## config.mk

```make
export PLATFORM = sky130hd
export DESIGN_NAME = fifo_wr_arbiter
export DESIGN_NICKNAME = d
export VERILOG_FILES = /design/src/rtl/fifo_wr_arbiter.sv
export SDC_FILE = /design/constraint.sdc
export NUM_CORES = 1
export LEC_CHECK = 0
export ABC_AREA = 1
export BUFFER_PORTS_ARGS = -buffer_cell sky130_fd_sc_hd__buf_2
export CAP_MARGIN = 20
export CORE_MARGIN = 3
export CORE_UTILIZATION = 48
export CTS_CLUSTER_DIAMETER = 60
export DETAILED_ROUTE_END_ITERATION = 6
export PLACE_DENSITY = 0.92
export SYNTH_ARGS = -nofsm -noshare
export SYNTH_HDL_FRONTEND = slang
export SYNTH_SLANG_ARGS = --single-unit
```

## constraint.sdc

```tcl
create_clock -name clk -period 2 [get_ports clk]
set_clock_uncertainty 0.2 [all_clocks]
set_input_delay 0.2 -clock clk [delete_from_list [all_inputs] [get_ports clk]]
set_output_delay 0.2 -clock clk [all_outputs]
set_load 0.05 [all_outputs]
```

## src/rtl/fifo_wr_arbiter.sv

```systemverilog
// fifo_wr_arbiter
// Round-robin arbiter sharing the write port of the async FIFO among NREQ
// requesters in the write clock domain. An owner keeps the port for up to
// BURST beats. wr_full gates wr_inc combinationally, so no write is issued
// while the FIFO is full.
// Optional feature: define FIFO_ARB_STALL_CNT_EN to add the 16-bit stall_cnt
// output, a saturating count of GRANT cycles stalled by wr_full.

module fifo_wr_arbiter #(
  parameter int unsigned DSIZE = 8,
  parameter int unsigned NREQ  = 4,
  parameter int unsigned BURST = 4
) (
  input  logic                  clk,
  input  logic                  rst,
  input  logic [NREQ-1:0]       req_valid,
  input  logic [NREQ*DSIZE-1:0] req_data,
  output logic [NREQ-1:0]       req_ready,
  output logic [NREQ-1:0]       gnt,
  output logic [DSIZE-1:0]      wr_data,
  output logic                  wr_inc,
  input  logic                  wr_full
`ifdef FIFO_ARB_STALL_CNT_EN
  ,
  output logic [15:0]           stall_cnt
`endif
);

  localparam int unsigned IW = (NREQ > 1) ? $clog2(NREQ) : 1;
  localparam int unsigned CW = $clog2(BURST) + 1;

  typedef enum logic {
    IDLE,
    GRANT
  } state_t;

  state_t          state;
  logic [IW-1:0]   owner;
  logic [IW-1:0]   last;
  logic [CW-1:0]   beat_cnt;

  logic            owner_valid;
  logic            xfer;
  logic            burst_done;
  logic            grant_end;
  logic [IW-1:0]   arb_base;
  logic            win_found;
  logic [IW-1:0]   win_idx;
  logic [NREQ-1:0] win_onehot;

  // Transfer qualification for the current owner; wr_full blocks the beat.
  always_comb begin
    owner_valid = req_valid[owner];
    xfer        = (state == GRANT) && owner_valid && !wr_full;
    burst_done  = xfer && (beat_cnt == CW'(BURST - 1));
    grant_end   = (state == GRANT) && (burst_done || !owner_valid);
  end

  // Round-robin search starting just above the reference index, wrapping.
  // While granted the reference is the current owner, so an ending owner
  // drops to lowest priority and a handoff needs no idle cycle.
  always_comb begin
    int unsigned cand;
    arb_base  = (state == GRANT) ? owner : last;
    win_found = 1'b0;
    win_idx   = '0;
    cand      = 0;
    for (int unsigned i = 1; i <= NREQ; i++) begin
      cand = (32'(arb_base) + i) % NREQ;
      if (!win_found && req_valid[cand]) begin
        win_found = 1'b1;
        win_idx   = IW'(cand);
      end
    end
    win_onehot = NREQ'(1) << win_idx;
  end

  // Write-port drive: only the owner sees ready, and only on a real transfer.
  always_comb begin
    req_ready = '0;
    if (xfer) begin
      req_ready[owner] = 1'b1;
    end
    wr_inc  = xfer;
    wr_data = req_data[owner*DSIZE +: DSIZE];
  end

  // Grant FSM: owner, one-hot grant, beat counter and round-robin pointer.
  always_ff @(posedge clk or posedge rst) begin
    if (rst) begin
      state    <= IDLE;
      gnt      <= '0;
      owner    <= '0;
      last     <= IW'(NREQ - 1);
      beat_cnt <= '0;
    end else begin
      case (state)
        IDLE: begin
          if (win_found) begin
            state    <= GRANT;
            owner    <= win_idx;
            gnt      <= win_onehot;
            beat_cnt <= '0;
          end
        end
        GRANT: begin
          if (grant_end) begin
            last <= owner;
            if (win_found) begin
              owner    <= win_idx;
              gnt      <= win_onehot;
              beat_cnt <= '0;
            end else begin
              state    <= IDLE;
              gnt      <= '0;
              beat_cnt <= '0;
            end
          end else if (xfer) begin
            beat_cnt <= beat_cnt + CW'(1);
          end
        end
        default: begin
          state <= IDLE;
          gnt   <= '0;
        end
      endcase
    end
  end

`ifdef FIFO_ARB_STALL_CNT_EN
  logic [15:0] stall_q;

  // Saturating count of cycles where the owner has data but the FIFO is full.
  always_ff @(posedge clk or posedge rst) begin
    if (rst) begin
      stall_q <= '0;
    end else if ((state == GRANT) && owner_valid && wr_full && (stall_q != '1)) begin
      stall_q <= stall_q + 16'd1;
    end
  end

  assign stall_cnt = stall_q;
`endif

endmodule

```

==> impl_metrics.ini <==
[yosys]
synthTopCellsByArea = nand2_1 (21%), dfrtp_1 (19%), nand3_1 (9.3%), nand2_2 (8.2%), a22oi_1 (4.6%)
yosysTopAreaCell = nand2_1
syn-instance-count = 197
syn_avg_cell_area_um2 = 6.56
syn_nets = 238
yosysWarnings = 0
yosysUniqueCellTypes = 28
synth_area_um2 = 1290
ys_ff_latch = 12
netlist.area_leader.share = 0.215
ys_seq_area_frac = 0.234

[timing]
setup_viol = 24
maxSlewViolCount = 0
hold_violations = 0
fmax_ghz = 0.443
min_period_ns = 2.26
worst_slack_ns = -0.258
hold_ws_ns = 0.255
period_share = 1.13
rsz0062_at_grt = yes
tightest_slew_ns = 0.472
slew_headroom = 0.685
tns_ns = -3.08

[die]
coreArea_um2 = 2520
start_util = 0.512
die_h_um = 57.9
io_pins = 56
rows = 18
fp.dieArea_um2 = 3350
die_x_um = 57.9

[cts]
cts-root-buf = clkbuf_4
cts_max_level = 1
cts_sinks = 12
clkSlewWorstSetupHoldPaths_ns = 0.09
cts_max_path_buffers = 2
tritoncts = built
cts_buffers = 3
insertion_delay_ns = 0.28

[routing]
finalWirelength_mm = 5.48
dr.pass1.iters = 4
routed_via_density = 5.70
detailedRoute.firstIterationViolations = 115
vias = 1778
final_antenna_net_count = 0
wl_per_cell_um = 17.6
drc = 0

[critical_path]
critical_path_required_ns = 1.60
slowest_delay_ns = 0.46
cp.arrival_ns = 1.86
r2r_cells = 15
path_max_fanout = 6
cp-end-kind = primary output
crit_slowest_cell = dfrtp_2
path_common_cell = buf_6
setup.worst_path.class = flip-flop to primary output
startpoint_type = flip-flop
crit_chain = buf_6 -> nor2_4 -> nand2_2 -> o2111ai_4 -> nand2_4 -> inv_4 -> nand2_8 -> nor3_4 -> buf_6

[global_routing]
overflow = 0
antenna_found_initial = 0
grt_pass1_vias = 1632
grt_pass1_wl_mm = 7.47
grt_util_all_layers = 0.289
grt_max_degree = 13

[final_layout]
final_common_cell = nand2_1
final_nets = 324
drive_above_1_share = 0.564
final_area_um2 = 2130
antenna_cells = 0
syn_to_final_growth_pct = 64.6
most-common-layout-cells = nand2_1 (62), buf_2 (42), nand2_2 (26)

[place]
dpl-instance-area_um2 = 1710
hpwl_mm = 2.98
gp_congestion = 0.910
io_buffers = 55

[run_status]
status = complete, but fails checks
violations = setup timing

[power_and_ir_drop]
leakagePower_uw = 0.00112
power_uw = 4700
power_density_nw_per_um2 = 2210
peakVddDrop_v = 0.00186

[min_path]
min_path_cells = 5
min_path_type = input pin to flip-flop

[job]
maxCapViolations = 0
## Yosys cell counts, drive strengths merged
| library cell | n |
|---|---|
| ha | 2 |
| nand3 | 25 |
| or2 | 2 |
| o21ai | 8 |
| nor2 | 10 |
| inv | 21 |
| nand2 | 95 |
| nor3 | 3 |
| dfstp | 2 |
| a21oi | 2 |
| nand4 | 3 |
| dfrtp | 10 |
| buf | 3 |
| a22oi | 8 |
| clkbuf | 2 |
| o2111ai | 1 |
## routing by layer
| metal | track usage | vias up | routed length (µm) |
|---|---|---|---|
| li1 | - | 816 | - |
| met1 | 0.339 | 832 | 2100 |
| met4 | 0.113 | 0 | 227 |
| met3 | 0.0468 | 28 | 307 |
| met2 | 0.523 | 102 | 2850 |
| met5 | 0 | - | 0 |
## logic make-up after synthesis
group / synth area share
buffers and inverters: 0.0978
adder cells (fa/ha/maj): 0.0194
AO/OA/AOI/OAI: 0.111
AND/OR/NAND/NOR: 0.537
flip-flops: 0.234
## path summary, 6_finish.rpt
check,start,slack (ns),endpoint
worst max-delay path,owner[0],-0.26,req_ready[0]
worst max register to register,last[1],-0.24,gnt[0]
min in group asynchronous,rst,0.26,beat_cnt[2]
worst min register to register,last[0],0.29,last[0]
worst min-delay path,req_valid[0],0.25,state
max in group asynchronous,rst,1.00,owner[1]
## registers in the layout, indices dropped and copies added, names as in the netlist
name      count
beat_cnt      3
gnt           4
last          2
owner         2
state         1
## power breakdown
part	internal (µW)	switching, µW	total, µW
Combinational	1470	2570	4030
Sequential	363	96.8	459
Clock	111	98.4	209
## metrics by stage
stage | worst slack [ns] | cells | utilization
global route | -0.406 | 312 | 0.843
floorplan | 0.0182 | 197 | -
global placement | 0.00722 | 290 | 0.678
CTS | -0.129 | 304 | 0.776
finish | -0.258 | 312 | 0.843
detailed placement | -0.0339 | 290 | 0.678
## worst max-delay path, delay by kind of cell (launching register included)
| family | cells | cell delay [ns] |
|---|---|---|
| flops | 1 | 0.46 |
| compound gates | 1 | 0.14 |
| buf+inv | 3 | 0.43 |
| simple gates | 5 | 0.54 |
## repair_timing
item | CTS | global route
resized for setup | 41 | 28
setup buffers | 9 | 9
setup endpoints to repair | 18 | 24
hold buffers | 1 | 0
pin swaps | 7 | 9
endpoints found under the hold margin | 10 | 0
## final cells by class
type	instances	area, µm²
Tap cell	30	37.5
Fill cell	150	395
Multi-Input combinational cell	159	1040
Inverter	21	96.3
Clock buffer	4	36.3
Timing Repair Buffer	86	614
Sequential cell	12	307
No activity file was read; power rests on OpenSTA's default activity.
